`src/rtl/aes_pkg.sv`:
```
// Shared types and helpers for the AES-128 round sequencer.
package aes_pkg;

    typedef enum logic [2:0] {IDLE, LOAD, INIT, ROUND, DONE} ctrl_state_t;

    localparam int NR_AES128 = 10;

    // GF(2^8) multiply-by-two, used to step the round constant.
    function automatic logic [7:0] xtime(input logic [7:0] r);
        return {r[6:0], 1'b0} ^ (r[7] ? 8'h1b : 8'h00);
    endfunction

endpackage

```
`src/rtl/aes_round_ctrl_if.sv`:
```
// Control bus between the round sequencer and the AES datapath / SPI load pin.
interface aes_round_ctrl_if;

    logic       load;
    logic       init_en;
    logic       state_en;
    logic       key_en;
    logic       last_round;
    logic [3:0] round;
    logic [7:0] rcon;
    logic       busy;
    logic       done;

    modport master (
        input  load,
        output init_en, state_en, key_en, last_round, round, rcon, busy, done
    );

    modport slave (
        output load,
        input  init_en, state_en, key_en, last_round, round, rcon, busy, done
    );

endinterface

```
`src/rtl/aes_rcon_gen.sv`:
```
// Round index counter and matching Rcon byte register.
module aes_rcon_gen
    import aes_pkg::*;
(
    input  logic       clk,
    input  logic       reset,
    input  logic       clear,
    input  logic       start,
    input  logic       advance,
    output logic [3:0] round,
    output logic [7:0] rcon
);

    // clear wins over start so an aborted INIT never leaves a stale round 1
    always_ff @(posedge clk) begin
        if (reset || clear) begin
            round <= 4'd0;
            rcon  <= 8'h01;
        end else if (start) begin
            round <= 4'd1;
            rcon  <= 8'h01;
        end else if (advance) begin
            round <= round + 4'd1;
            rcon  <= xtime(rcon);
        end
    end

endmodule

```
`src/rtl/aes_round_ctrl.sv`:
```
// Sequencer for an iterative one-round-per-pass AES-128 datapath with sync-sbox latency.
module aes_round_ctrl
    import aes_pkg::*;
#(
    parameter int NR       = NR_AES128,
    parameter int SBOX_LAT = 1
) (
    input  logic             clk,
    input  logic             reset,
    aes_round_ctrl_if.master bus
);

    localparam logic [2:0] ST_IDLE  = IDLE;
    localparam logic [2:0] ST_LOAD  = LOAD;
    localparam logic [2:0] ST_INIT  = INIT;
    localparam logic [2:0] ST_ROUND = ROUND;
    localparam logic [2:0] ST_DONE  = DONE;

    localparam int              CW         = ($clog2(SBOX_LAT + 1) < 1) ? 1 : $clog2(SBOX_LAT + 1);
    localparam logic [CW-1:0]   CNT_MAX    = CW'(SBOX_LAT);
    localparam logic [3:0]      ROUND_LAST = 4'(NR);

    logic [2:0]    state;
    logic [2:0]    next_state;
    logic [CW-1:0] cnt;
    logic          capture;
    logic [3:0]    round;
    logic [7:0]    rcon;

    assign capture = (state == ST_ROUND) && (cnt == CNT_MAX);

    // load high from any state aborts the run and parks the FSM in LOAD
    always_comb begin
        next_state = state;
        if (bus.load) begin
            next_state = ST_LOAD;
        end else begin
            case (state)
                ST_IDLE:  next_state = ST_IDLE;
                ST_LOAD:  next_state = ST_INIT;
                ST_INIT:  next_state = ST_ROUND;
                ST_ROUND: if (capture && round == ROUND_LAST) next_state = ST_DONE;
                ST_DONE:  next_state = ST_DONE;
                default:  next_state = ST_IDLE;
            endcase
        end
    end

    always_ff @(posedge clk) begin
        if (reset) begin
            state <= ST_IDLE;
            cnt   <= '0;
        end else begin
            state <= next_state;
            if (state == ST_ROUND && next_state == ST_ROUND && !capture)
                cnt <= cnt + 1'b1;
            else
                cnt <= '0;
        end
    end

    aes_rcon_gen u_rcon_gen (
        .clk     (clk),
        .reset   (reset),
        .clear   (next_state != ST_ROUND),
        .start   (state == ST_INIT && next_state == ST_ROUND),
        .advance (capture && next_state == ST_ROUND),
        .round   (round),
        .rcon    (rcon)
    );

    assign bus.init_en    = (state == ST_INIT);
    assign bus.state_en   = capture;
    assign bus.key_en     = capture;
    assign bus.last_round = (state == ST_ROUND) && (round == ROUND_LAST);
    assign bus.busy       = (state == ST_INIT) || (state == ST_ROUND);
    assign bus.done       = (state == ST_DONE);
    assign bus.round      = round;
    assign bus.rcon       = rcon;

endmodule

```
`src/flat_wrapper.sv`:
```
// flat-port wrapper written by rule: the top's interface ports become plain ports
module aes_round_ctrl_flat import aes_pkg::*;
#(
    parameter int NR       = NR_AES128,
    parameter int SBOX_LAT = 1
)
  (clk, reset, bus_load, bus_init_en, bus_state_en, bus_key_en, bus_last_round, bus_round, bus_rcon, bus_busy, bus_done);
  aes_round_ctrl_if bus_i ();
  input  logic clk;
  input  logic reset;
  input wire logic [$bits(bus_i.load)-1:0] bus_load;
  output wire logic [$bits(bus_i.init_en)-1:0] bus_init_en;
  output wire logic [$bits(bus_i.state_en)-1:0] bus_state_en;
  output wire logic [$bits(bus_i.key_en)-1:0] bus_key_en;
  output wire logic [$bits(bus_i.last_round)-1:0] bus_last_round;
  output wire logic [$bits(bus_i.round)-1:0] bus_round;
  output wire logic [$bits(bus_i.rcon)-1:0] bus_rcon;
  output wire logic [$bits(bus_i.busy)-1:0] bus_busy;
  output wire logic [$bits(bus_i.done)-1:0] bus_done;
  assign bus_i.load = bus_load;
  assign bus_init_en = bus_i.init_en;
  assign bus_state_en = bus_i.state_en;
  assign bus_key_en = bus_i.key_en;
  assign bus_last_round = bus_i.last_round;
  assign bus_round = bus_i.round;
  assign bus_rcon = bus_i.rcon;
  assign bus_busy = bus_i.busy;
  assign bus_done = bus_i.done;
  aes_round_ctrl #(.NR(NR), .SBOX_LAT(SBOX_LAT)) u_core (.clk(clk), .reset(reset), .bus(bus_i));
endmodule
```
`config.mk`:
```
export PLATFORM = sky130hd
export DESIGN_NAME = aes_round_ctrl_flat
export DESIGN_NICKNAME = d
export VERILOG_FILES = /design/src/rtl/aes_pkg.sv /design/src/rtl/aes_round_ctrl_if.sv /design/src/rtl/aes_rcon_gen.sv /design/src/rtl/aes_round_ctrl.sv /design/src/flat_wrapper.sv
export SDC_FILE = /design/constraint.sdc
export NUM_CORES = 1
export LEC_CHECK = 0
export BUFFER_PORTS_ARGS = -buffer_cell sky130_fd_sc_hd__buf_2
export CAP_MARGIN = 15
export CORE_ASPECT_RATIO = 0.75
export CORE_UTILIZATION = 25
export DETAILED_ROUTE_END_ITERATION = 10
export GPL_ROUTABILITY_DRIVEN = 0
export HOLD_SLACK_MARGIN = 0.06
export PLACE_DENSITY = 0.52
export SETUP_SLACK_MARGIN = 0.4
export SKIP_LAST_GASP = 1
export SLEW_MARGIN = 40
export SYNTH_ARGS = -nofsm -noshare
export SYNTH_HDL_FRONTEND = slang
export SYNTH_SLANG_ARGS = --single-unit
```
`constraint.sdc`:
```
create_clock -name clk -period 2 [get_ports clk]
set_input_delay 0.4 -clock clk [delete_from_list [all_inputs] [get_ports clk]]
set_output_delay 0.4 -clock clk [all_outputs]
set_load 0.1 [all_outputs]
```
==> run summary <==
The run finished with clean final reports. Dividing total power by cell area gives a power density of 538 mW/mm^2. The flip-flop and latch count after synthesis was 16.

The run gives 0 as the initial antenna violation count. After global routing the overflow that remains totals 0. The number of antenna cells inserted came out at 0. The number of nets handed over by synthesis was 86. Entering global routing, the biggest net connects 12 pins. The run gives 6 as the number of iterations in the first detailed-routing pass. Post-synthesis cell count: 81. For this run, the post-layout net count is 114. Global routing used 13.0% of the available tracks across all layers. The number of standard cells in the layout, taps in and fillers out was 146; the final setup TNS was 0 ps. Of the synthesized area, sequential elements account for 41.0%.

Measured along the x axis, the die boundary spans 66.6 um. The detailed-route vias per instance came out at 5.01. Category of cells accounting for the largest share of critical-path delay: simple AND/OR/NAND/NOR gates. The top cell type by area accounts for 41.0% of the synthesized area.

The tools report the number of levels the H-tree was split into as 1. The layout has 298 filler cells. From bottom edge to top edge, the die measures 50.4 um.

The portion of the clock cycle consumed by the worst path in the final layout was 87.0%. The die covers 0.00336 sq mm. The clock passes through at most 2 buffers. The run gives 40.5% as the clock power share. In the post-synthesis netlist, the biggest area contributors are sky130_fd_sc_hd__dfxtp_1 41%, sky130_fd_sc_hd__nand3_1 5.8%, sky130_fd_sc_hd__o32ai_1 4.5%, sky130_fd_sc_hd__xnor2_1 3.4%, sky130_fd_sc_hd__ha_1 3.2%. The largest single stage delay on the critical path is 360 ps.

Area added between synthesis and finish: 46.7%. The tools report the overall via count from detail_route as 732. The tree is rooted in a sky130_fd_sc_hd__clkbuf_8.

The run gives 0 as the number of hold violations in the final report. The buffer and inverter count on the worst path is 2, and the number of clock sinks is 16. Input and output buffers added on the ports amount to 20. Derived from the worst setup path, the maximum achievable clock frequency is 575 MHz. The total area inside the core boundary comes to 0.00296 sq mm. Setup repair after global routing could not meet its margin everywhere. The cell area that synthesis handed to floorplanning was 782 sq um. The number of clock buffers added by TritonCTS is 3.

Per report_power, the combinational group accounts for 7.0% of the total. For this configuration, the core starts out at a cell density of 26.4%. For this design the total switching power over the nets is 0.143 mW.

Final hold analysis gives a worst-case slack of 378 ps. The half-perimeter wire length after placement was 1390 um; the leakage power figure was 0.450 nW. Each instance of the synthesized netlist takes up on average 9.65 sq um. The logs give 21 for the count of pins on the block boundary and 52.5% for the sequential share of power.

Of all nets on the critical path, the largest fanout is 2. For the pin with the worst max-slew slack, the measured transition is 487 ps. Of the cells placed in the final design, the portion with a size suffix greater than 1 is 49.1%. The count of antenna-violating nets left after detailed routing is 0, and the switching share of power is 23.3%. The worst min-delay path category was in -> reg. The library cells used most frequently in the layout, excluding fill and tap cells, are 14 x sky130_fd_sc_hd__buf_2, 9 x sky130_fd_sc_hd__nand3_1, 9 x sky130_fd_sc_hd__buf_4. The first-iteration detailed-routing DRC count was 29; the max-slew headroom at the worst pin was 67.8%.

The tools report the number of global-route vias before repair as 685. Of all cell types, the one taking the most synthesized area is sky130_fd_sc_hd__dfxtp_1. Clock skew on the completed layout was measured at 2.14 ps. The startpoint-to-endpoint class of the critical path was reg -> out. Clock latency on the worst-skew pair: 250 ps.

Internal power comes to 0.473 mW. Data on the critical path arrives at its endpoint at 1340 ps. The maximum vdd ir drop came out at 0.292 mV.

Setup violations remaining at the end of the flow were counted as 0. The number of max-cap violations was 0; the total length of routed wires was 1980 um. The worst path needs 1740 ps of the cycle, external delays included. The tools report the wire length of the first global-routing pass as 3260 um. In this run, distinct cell masters in the synthesized netlist total 34. The data required time of the worst path is 1600 ps. Worst-path cell with the longest stage delay: sky130_fd_sc_hd__dfxtp_4. The clock transition at the registers of the reported paths was 60 ps. The number of cell rows is 17.

For the DRC violation count after routing, the log shows 0. The final number of max-transition violations is 0. The signal on the critical path passes through inv_4 > ha_4 > and3b_2 > and3_4 > buf_12.

Type of element launching the critical path: a register. During synthesis, Yosys emitted a total of 0 warnings. The tools report the total power as 0.617 mW. The tools report the number of instances in the placed design as 136.

The setup check on the worst reg-to-reg path leaves a slack of 530 ps. For the post-placement setup slack, the log shows 287 ps. TritonCTS built the clock tree. The run gives 260 ps as the post-layout worst setup margin. The detail-routed net length per standard cell is 13.5 um. STA classifies the critical path endpoint as an output port. The most common library cell in the layout ignoring fill and taps was sky130_fd_sc_hd__buf_2.
==> routing by layer <==
layer / track usage, % / vias to the layer above / wire length (um)
li1: - / 366 / -
met1: 17.8 / 346 / 965
met2: 19.7 / 18 / 921
met3: 4.32 / 2 / 78
met4: 3.19 / 0 / 11
met5: 0 / - / 0
==> worst reg2reg max path, cell delays in order, from the launching register on <==
cell                       delay (ps)
sky130_fd_sc_hd__dfxtp_4          360
sky130_fd_sc_hd__inv_4             40
sky130_fd_sc_hd__ha_4             150
sky130_fd_sc_hd__buf_4            130
sky130_fd_sc_hd__nand3b_1         140
sky130_fd_sc_hd__nand3_2          200
sky130_fd_sc_hd__o32a_1           330
==> state kept, by name (all words and copies together) (netlist names) <==
signal	flops
u_core.u_rcon_gen.rcon	8
u_core.u_rcon_gen.round	4
u_core.state	3
u_core.cnt	1
==> cell type report <==
cell class,count,area (sq um),share of cell area [%]
clock buffer,4,45.0,3.93
inverter,3,18.8,1.64
multi-input combinational,57,458,39.9
sequential,16,340,29.7
tap,38,47.5,4.14
timing repair buffer,28,238,20.7
==> Yosys cell counts (all sizes together) <==
cell / instances
a21oi: 4
a22oi: 1
a31oi: 1
and2: 1
and3: 1
and3b: 1
and4: 1
buf: 3
clkbuf: 2
dfxtp: 16
ha: 2
inv: 3
nand2: 1
nand2b: 1
nand3: 10
nand3b: 2
nand4: 1
nand4b: 3
nor2: 2
nor2b: 2
nor3: 2
nor4b: 1
o21ai: 5
o22ai: 4
o31a: 1
o32a: 1
o32ai: 4
or3: 1
or4: 1
xnor2: 3
==> repair_timing <==
item,in CTS,in global routing
setup buffers,5,1
pin swaps,2,0
hold buffers,0,0
resized for setup,15,5
endpoints found under the setup margin,7,5
==> worst paths after layout <==
| path | startpoint | endpoint | cells past startpoint |
|---|---|---|---|
| worst min-delay path | reset | u_core.state[0]$_SDFF_PP0_ | 2 |
| worst min register to register | u_core.u_rcon_gen.rcon[6]$_SDFFE_PP0P_ | u_core.u_rcon_gen.rcon[7]$_SDFFE_PP0P_ | 2 |
| worst max-delay path | u_core.u_rcon_gen.round[0]$_SDFFE_PP0P_ | bus_last_round | 5 |
| worst max register to register | u_core.u_rcon_gen.round[0]$_SDFFE_PP0P_ | u_core.u_rcon_gen.rcon[0]$_SDFFE_PP1P_ | 6 |
==> logic make-up (layout without fill, tap and decap cells) <==
logic type,after synthesis,count (layout),share of synthesized area [%]
AND/OR/NAND/NOR,31,31,29.1
AO/OA/AOI/OAI,21,21,18.1
flip-flops,16,16,41.0
buffers and inverters,8,35,5.28
adder cells (fa/ha/maj),2,2,3.20
XOR/XNOR,3,3,3.36
==> power groups by stage <==
stage          logic, mW  registers (mW)  clock network, mW
5_1_grt           0.0462           0.324              0.273
3_5_place_dp      0.0386           0.332                  0
3_3_place_gp      0.0383           0.332                  0
6_report          0.0431           0.324              0.250
4_1_cts           0.0420           0.324              0.252
2_1_floorplan     0.0305           0.329                  0
==> through the flow <==
| stage | instance area [sq um] | utilization (%) |
|---|---|---|
| after floorplan | 822 | - |
| after global placement | 996 | 33.7 |
| after detailed placement | 996 | 33.7 |
| after CTS | 1120 | 38.0 |
| after global routing | 1150 | 38.8 |
| final | 1150 | 38.8 |
Note: power is estimated with default switching activity, not from simulation.
